`src/rtl/notif_arbiter_if.sv`:
```
// Notification bus between event sources and the LED manager FIFO.
// Carries the per-channel input strobes/codes and the registered
// valid/ready output. The arbiter takes the slave view; the
// source/consumer side takes the master view.
interface notif_arbiter_if #(
   parameter int NUM_CH = 4,
   parameter int DATA_W = 4,
   parameter int CH_W   = $clog2(NUM_CH)
);
   logic [NUM_CH-1:0]        in_valid;
   logic [NUM_CH*DATA_W-1:0] in_data;
   logic [NUM_CH-1:0]        ch_mask;
   logic                     out_valid;
   logic                     out_ready;
   logic [DATA_W-1:0]        out_data;
   logic [CH_W-1:0]          out_ch;

   modport master (
      output in_valid, in_data, ch_mask, out_ready,
      input  out_valid, out_data, out_ch
   );

   modport slave (
      input  in_valid, in_data, ch_mask, out_ready,
      output out_valid, out_data, out_ch
   );
endinterface

```
`src/rtl/notif_arbiter.sv`:
```
// N-channel notification collector. Every channel owns a small circular
// queue so that events arriving together are queued rather than lost.
// A fixed-priority or round-robin arbiter drains the queues into one
// registered valid/ready output. Drops are flagged per channel (sticky)
// and counted in a saturating 8-bit counter.

// One channel queue: circular buffer with an occupancy counter.
// A push into a full queue is still accepted when the same edge pops,
// because the slot being read is freed at that edge.
module notif_chq #(
   parameter int DATA_W = 4,
   parameter int DEPTH  = 4
) (
   input  logic              clk,
   input  logic              rst_n,
   input  logic              push_req,
   input  logic [DATA_W-1:0] din,
   input  logic              pop,
   output logic              empty,
   output logic [DATA_W-1:0] head,
   output logic              drop
);
   localparam int PTR_W = $clog2(DEPTH);

   logic [DATA_W-1:0] mem [DEPTH];
   logic [PTR_W-1:0]  wr_ptr;
   logic [PTR_W-1:0]  rd_ptr;
   logic [PTR_W:0]    cnt;
   logic              full;
   logic              do_push;

   assign full    = (cnt == (PTR_W+1)'(DEPTH));
   assign empty   = (cnt == '0);
   assign do_push = push_req & (~full | pop);
   assign drop    = push_req & full & ~pop;
   assign head    = mem[rd_ptr];

   // Pointer and occupancy bookkeeping; DEPTH is a power of 2 so the
   // pointers wrap by natural overflow.
   always_ff @(posedge clk or negedge rst_n) begin
      if (!rst_n) begin
         wr_ptr <= '0;
         rd_ptr <= '0;
         cnt    <= '0;
      end else begin
         if (do_push) wr_ptr <= wr_ptr + 1'b1;
         if (pop)     rd_ptr <= rd_ptr + 1'b1;
         case ({do_push, pop})
            2'b10:   cnt <= cnt + 1'b1;
            2'b01:   cnt <= cnt - 1'b1;
            default: cnt <= cnt;
         endcase
      end
   end

   // Storage needs no reset: an entry is only read after it was written.
   always_ff @(posedge clk) begin
      if (do_push) mem[wr_ptr] <= din;
   end
endmodule

module notif_arbiter #(
   parameter int NUM_CH  = 4,
   parameter int DATA_W  = 4,
   parameter int DEPTH   = 4,
   parameter int RR_MODE = 0,
   localparam int CH_W   = $clog2(NUM_CH),
   localparam int PTR_W  = $clog2(DEPTH)
) (
   input  logic              clk,
   input  logic              rst_n,
   notif_arbiter_if.slave    bus,
   output logic [NUM_CH-1:0] overflow,
   output logic [7:0]        drop_cnt,
   input  logic              clr_stat
);
   logic [NUM_CH-1:0]             push_req;
   logic [NUM_CH-1:0]             pop;
   logic [NUM_CH-1:0]             empty;
   logic [NUM_CH-1:0]             drop;
   logic [NUM_CH-1:0][DATA_W-1:0] head;

   logic [CH_W-1:0]   gnt;
   logic              gnt_vld;
   logic [CH_W-1:0]   last_grant;
   logic              load;
   logic              take;

   logic              out_valid_q;
   logic [DATA_W-1:0] out_data_q;
   logic [CH_W-1:0]   out_ch_q;

   logic [3:0]        n_drop;
   logic [9:0]        drop_sum;
   logic [7:0]        drop_nxt;
   logic [NUM_CH-1:0] ovf_nxt;

   // Masked channels never push; already-queued entries still drain.
   assign push_req = bus.in_valid & ~bus.ch_mask;

   genvar g;
   generate
      for (g = 0; g < NUM_CH; g++) begin : g_ch
         notif_chq #(
            .DATA_W (DATA_W),
            .DEPTH  (DEPTH)
         ) u_q (
            .clk      (clk),
            .rst_n    (rst_n),
            .push_req (push_req[g]),
            .din      (bus.in_data[g*DATA_W +: DATA_W]),
            .pop      (pop[g]),
            .empty    (empty[g]),
            .head     (head[g]),
            .drop     (drop[g])
         );
      end
   endgenerate

   // Winner selection on pre-push queue state. Both searches walk in
   // reverse so the last hit is the highest-priority candidate.
   always_comb begin
      int idx;
      gnt     = '0;
      gnt_vld = 1'b0;
      idx     = 0;
      if (RR_MODE == 0) begin
         for (int i = NUM_CH-1; i >= 0; i--) begin
            if (!empty[i]) begin
               gnt     = CH_W'(i);
               gnt_vld = 1'b1;
            end
         end
      end else begin
         for (int k = NUM_CH; k >= 1; k--) begin
            idx = (int'(last_grant) + k) % NUM_CH;
            if (!empty[idx]) begin
               gnt     = CH_W'(idx);
               gnt_vld = 1'b1;
            end
         end
      end
   end

   // Output register may load when empty or when its event is leaving.
   assign load = ~out_valid_q | bus.out_ready;
   assign take = load & gnt_vld;
   assign pop  = take ? ({{(NUM_CH-1){1'b0}}, 1'b1} << gnt) : '0;

   // Output register; holds steady under backpressure.
   always_ff @(posedge clk or negedge rst_n) begin
      if (!rst_n) begin
         out_valid_q <= 1'b0;
         out_data_q  <= '0;
         out_ch_q    <= '0;
      end else if (load) begin
         out_valid_q <= gnt_vld;
         if (gnt_vld) begin
            out_data_q <= head[gnt];
            out_ch_q   <= gnt;
         end
      end
   end

   // Round-robin pointer; moves only when a grant is taken.
   always_ff @(posedge clk or negedge rst_n) begin
      if (!rst_n)    last_grant <= CH_W'(NUM_CH-1);
      else if (take) last_grant <= gnt;
   end

   // Drop statistics: a clear in the same cycle as drops keeps the drops.
   always_comb begin
      n_drop = '0;
      for (int i = 0; i < NUM_CH; i++) n_drop = n_drop + {3'b000, drop[i]};
      drop_sum = (clr_stat ? 10'd0 : {2'b00, drop_cnt}) + {6'd0, n_drop};
      drop_nxt = (drop_sum > 10'd255) ? 8'hFF : drop_sum[7:0];
      ovf_nxt  = (clr_stat ? '0 : overflow) | drop;
   end

   // Statistics registers.
   always_ff @(posedge clk or negedge rst_n) begin
      if (!rst_n) begin
         overflow <= '0;
         drop_cnt <= '0;
      end else begin
         overflow <= ovf_nxt;
         drop_cnt <= drop_nxt;
      end
   end

   assign bus.out_valid = out_valid_q;
   assign bus.out_data  = out_data_q;
   assign bus.out_ch    = out_ch_q;
endmodule

```
`src/flat_wrapper.sv`:
```
// flat-port wrapper written by rule: the top's interface ports become plain ports
module notif_arbiter_flat 
#(
   parameter int NUM_CH  = 4,
   parameter int DATA_W  = 4,
   parameter int DEPTH   = 4,
   parameter int RR_MODE = 0,
   localparam int CH_W   = $clog2(NUM_CH),
   localparam int PTR_W  = $clog2(DEPTH)
)
  (clk, rst_n, overflow, drop_cnt, clr_stat, bus_in_valid, bus_in_data, bus_ch_mask, bus_out_ready, bus_out_valid, bus_out_data, bus_out_ch);
  notif_arbiter_if #(.NUM_CH(NUM_CH), .DATA_W(DATA_W)) bus_i ();
  input  logic clk;
  input  logic rst_n;
  output logic [NUM_CH-1:0] overflow;
  output logic [7:0] drop_cnt;
  input  logic clr_stat;
  input wire logic [$bits(bus_i.in_valid)-1:0] bus_in_valid;
  input wire logic [$bits(bus_i.in_data)-1:0] bus_in_data;
  input wire logic [$bits(bus_i.ch_mask)-1:0] bus_ch_mask;
  input wire logic [$bits(bus_i.out_ready)-1:0] bus_out_ready;
  output wire logic [$bits(bus_i.out_valid)-1:0] bus_out_valid;
  output wire logic [$bits(bus_i.out_data)-1:0] bus_out_data;
  output wire logic [$bits(bus_i.out_ch)-1:0] bus_out_ch;
  assign bus_i.in_valid = bus_in_valid;
  assign bus_i.in_data = bus_in_data;
  assign bus_i.ch_mask = bus_ch_mask;
  assign bus_i.out_ready = bus_out_ready;
  assign bus_out_valid = bus_i.out_valid;
  assign bus_out_data = bus_i.out_data;
  assign bus_out_ch = bus_i.out_ch;
  notif_arbiter #(.NUM_CH(NUM_CH), .DATA_W(DATA_W), .DEPTH(DEPTH), .RR_MODE(RR_MODE)) u_core (.clk(clk), .rst_n(rst_n), .bus(bus_i), .overflow(overflow), .drop_cnt(drop_cnt), .clr_stat(clr_stat));
endmodule
```
`config.mk`:
```
export PLATFORM = sky130hd
export DESIGN_NAME = notif_arbiter_flat
export DESIGN_NICKNAME = d
export VERILOG_FILES = /design/src/rtl/notif_arbiter_if.sv /design/src/rtl/notif_arbiter.sv /design/src/flat_wrapper.sv
export SDC_FILE = /design/constraint.sdc
export NUM_CORES = 1
export LEC_CHECK = 0
export BUFFER_PORTS_ARGS = -buffer_cell sky130_fd_sc_hd__buf_2
export CORE_ASPECT_RATIO = 0.6
export CORE_MARGIN = 2
export CORE_UTILIZATION = 44
export DETAILED_ROUTE_END_ITERATION = 7
export SLEW_MARGIN = 20
export SYNTH_ARGS = -nofsm -noshare
export SYNTH_HDL_FRONTEND = slang
export SYNTH_HIERARCHICAL = 1
export SYNTH_SLANG_ARGS = --single-unit
```
`constraint.sdc`:
```
create_clock -name clk -period 3.5 [get_ports clk]
set_clock_uncertainty 0.05 [all_clocks]
set_input_delay 0.175 -clock clk [delete_from_list [all_inputs] [get_ports clk]]
set_output_delay 0.175 -clock clk [all_outputs]
set_load 0.1 [all_outputs]
```
==> results.sh <==
export IMPL_viasPerCell=5.18
export IMPL_cts_tree="built"
export IMPL_combPwrFrac_pct=38.2
export IMPL_h_tree_depth=3
export IMPL_cts_made_buffers=9
export IMPL_start_util_pct=45.0
export IMPL_worst_endpoint_arrival_ps=3510
export IMPL_diodes=0
export IMPL_grt_antenna_before_repair=0
export IMPL_yosys_warnings=6
export IMPL_p_switching_mw=1.76
export IMPL_max_slew_margin_rel_pct=51.9
export IMPL_clock_latency_ps=350
export IMPL_setup_viol=0
export IMPL_p_per_area_nw_per_um2=723
export IMPL_synth_top_family_by_area="simple AND/OR/NAND/NOR gates"
export IMPL_regToRegSetupSlack_ps=170
export IMPL_wl_per_cell_um=16.2
export IMPL_worstHoldStart="clr_stat"
export IMPL_maxCapViolations=0
export IMPL_fmax_mhz=300
export IMPL_die_x_um=147
export IMPL_async_flop_share_pct=42.3
export IMPL_synth_edf_count=64
export IMPL_syn_avg_cell_area_um2=13.5
export IMPL_hold_path_class="in -> reg"
export IMPL_muxShareOfSynthArea_pct=7.95
export IMPL_portBuffers=46
export IMPL_syn_nets=457
export IMPL_synth_simple_area_share_pct=12.3
export IMPL_clk_pin_slew_worst_paths_ps=70
export IMPL_first_pass_iters=4
export IMPL_hpwlAfterDp_mm=7.87
export IMPL_fillers=1009
export IMPL_layout_drive_gt1_share_pct=30.8
export IMPL_synthCells=402
export IMPL_grt_pass1_vias=3417
export IMPL_hold_depth=2
export IMPL_pwr_share_clk_pct=20.0
export IMPL_pre_cts_slack_ps=32.4
export IMPL_grt_start_max_net_pins=28
export IMPL_vdd_ir_drop_worst_mv=0.296
export IMPL_timing_rr_start="u_core/g_ch[1].u_q/cnt[2]"
export IMPL_grt_overflow=0
export IMPL_drc_errors=0
export IMPL_wirelength_mm=10.6
export IMPL_hold_path_end="u_core/drop_cnt[4]"
export IMPL_vias=3393
export IMPL_worstSetupStartpointType="flip-flop"
export IMPL_synth_compound_gate_area_share_pct=10.0
export IMPL_finalWorstSetupSlack_ps=168
export IMPL_outcome="finished clean"
export IMPL_seq_area_frac_synth_pct=57.2
export IMPL_synth_seq_cells=111
export IMPL_post_route_min_period_ps=3330
export IMPL_worstSetupPathType="reg -> reg"
export IMPL_fin_nets=540
export IMPL_antenna_left=0
export IMPL_tightest_slew_ps=722
export IMPL_worst_path_max_fanout=7
export IMPL_cts_sinks=111
export IMPL_final_common_cell="edfxtp_1"
export IMPL_place_gp_congestion=0.813
export IMPL_finalCritPeriodShare_pct=95.2
export IMPL_required_ps=3680
export IMPL_synth_area_um2=5410
export IMPL_pwr_share_seq_pct=41.8
export IMPL_p_int_mw=2.92
export IMPL_final_cell_mix="edfxtp_1 (64), buf_2 (46), dfrtp_1 (45), nand2_1 (26)"
export IMPL_die_area_um2=13200
export IMPL_synth_cell_types=56
export IMPL_core_um2=12000
export IMPL_die_h_um=89.9
export IMPL_synthFlopType="edfxtp_1"
export IMPL_fin_setup_tns_ps=0
export IMPL_cts_path_max_buffers=2
export IMPL_end_kind="flip-flop"
export IMPL_p_sw_share_pct=37.6
export IMPL_track_usage_pct=17.5
export IMPL_multi_input_area_um2=2240
export IMPL_syn_to_final_growth_pct=19.6
export IMPL_reg2reg_to="u_core/drop_cnt[1]"
export IMPL_regArea_um2=3100
export IMPL_ioPinCount=47
export IMPL_initialDrtViolationCount=202
export IMPL_drv_slew=0
export IMPL_synth_fa_ha_area_share_pct=7.07
export IMPL_root_buffer="clkbuf_16"
export IMPL_r2r_worst_path_cells=13
export IMPL_fp_row_count=31
export IMPL_hold_viol_final=0
export IMPL_p_leak_nw=2.67
export IMPL_synth_xor_area_share_pct=2.27
export IMPL_rsz0062_at_grt="no"
export IMPL_grt_pass1_wl_mm=17.7
-- synthesized netlist by cell type, types with 2 or more instances --
master	number	area, um2
o21ai_1	3	15.0
mux4_2	16	360
a211oi_1	4	30.0
a21o_2	3	26.3
mux2_4	4	60.1
fa_1	6	120
buf_2	9	45.0
o21ai_0	17	85.1
xnor2_1	9	78.8
o211a_1	2	20.0
dfrtp_1	47	1180
buf_6	2	22.5
o31a_4	2	35.0
nor2b_1	11	68.8
nor2_1	10	37.5
and2_2	17	128
o22ai_1	3	18.8
nor3_1	8	40.0
a21oi_1	15	75.1
edfxtp_1	64	1920
nand2_1	26	97.6
inv_1	23	86.3
nand3_1	4	20.0
or3b_1	2	17.5
nor2b_2	2	17.5
nand2b_1	14	87.6
a31oi_1	12	75.1
a21o_1	7	52.6
or2_2	3	18.8
ha_1	21	263
xor2_1	5	43.8
nand3b_1	6	45.0
a22o_1	2	17.5
-- per-layer routing --
metal / wire (um) / vias up / share of wire, % / GRT usage, %
li1: - / 1628 / - / -
met1: 5550 / 1686 / 52 / 26.2
met2: 4530 / 69 / 43 / 25.2
met3: 448 / 10 / 4.2 / 4.67
met4: 108 / 0 / 1.0 / 5.21
met5: 0 / - / 0 / 0
-- stage by stage --
stage          util, %  instance area [um2]  power (mW)  hold WS [ps]  std cells
2_1_floorplan        -                 5470        3.26          -171        402
3_3_place_gp      49.8                 5980        3.69           224        621
3_5_place_dp      49.8                 5980        3.73           239        621
4_1_cts           53.4                 6420        4.69          43.3        654
5_1_grt           53.9                 6470        5.00          56.6        655
6_report          53.9                 6470        4.68          56.4        655
-- power by group through the flow --
stage / clock, mW / combinational [mW] / sequential, mW
finish: 0.938 / 1.79 / 1.96
global route: 1.03 / 1.96 / 2.01
CTS: 0.971 / 1.77 / 1.95
detailed placement: 0 / 1.75 / 1.97
global placement: 0 / 1.72 / 1.96
floorplan: 0 / 1.07 / 2.19
-- what timing repair did --
action                                  4_1_cts  5_1_grt
hold endpoints to repair                     87        0
gates resized for setup                       0       10
setup buffers                                 0        1
endpoints found under the setup margin        0        7
hold buffers                                 17        0
-- registers in the layout, summed over array words and instances, names as in the netlist --
signal,cells
u_core/g_ch.u_q/mem,64
u_core/g_ch.u_q/rd_ptr,8
u_core/bus.out_data,4
u_core/overflow,4
u_core/bus.out_ch,2
u_core/g_ch.u_q/wr_ptr,8
u_core/drop_cnt,8
u_core/bus.out_valid,1
u_core/g_ch.u_q/cnt,12
-- final cells by class --
class | count | share of cell area, %
Timing Repair Buffer | 86 | 8.85
Inverter | 23 | 1.33
Clock buffer | 12 | 3.65
Clock inverter | 4 | 0.464
Sequential cell | 111 | 47.9
Multi-Input combinational cell | 254 | 34.6
Tap cell | 165 | 3.19
-- worst max path at each step --
stage / endpoint / cells past startpoint / startpoint
finish: u_core/drop_cnt[1] / 13 / u_core/g_ch[1].u_q/cnt[2]
CTS: u_core/drop_cnt[1] / 13 / u_core/g_ch[1].u_q/cnt[2]
global placement: u_core/drop_cnt[0] / 13 / u_core/g_ch[1].u_q/cnt[2]
detailed placement: u_core/drop_cnt[1] / 13 / u_core/g_ch[1].u_q/cnt[2]
floorplan: u_core/drop_cnt[1] / 15 / u_core/g_ch[0].u_q/cnt[1]
global route: u_core/drop_cnt[1] / 13 / u_core/g_ch[0].u_q/cnt[0]
-- cells by family (layout without fill, tap and decap cells) --
family | after synthesis | after routing
compound gates | 80 | 80
buf+inv | 37 | 125
fa+ha+maj | 27 | 27
simple gates | 112 | 112
xor+xnor | 14 | 14
flops | 111 | 111
mux | 21 | 21
-- worst max-delay path: stages, from the launching register on --
cell and delay (ps):
dfrtp_2 460, nor3_4 230, buf_4 160, nor3b_4 40
nand2b_4 160, nor3_4 180, ha_1 280, fa_2 360
ha_4 240, fa_2 430, a21o_4 250, nand2_1 70
nor2_1 40, or2_2 270
Power figures use the tool's default switching activity.
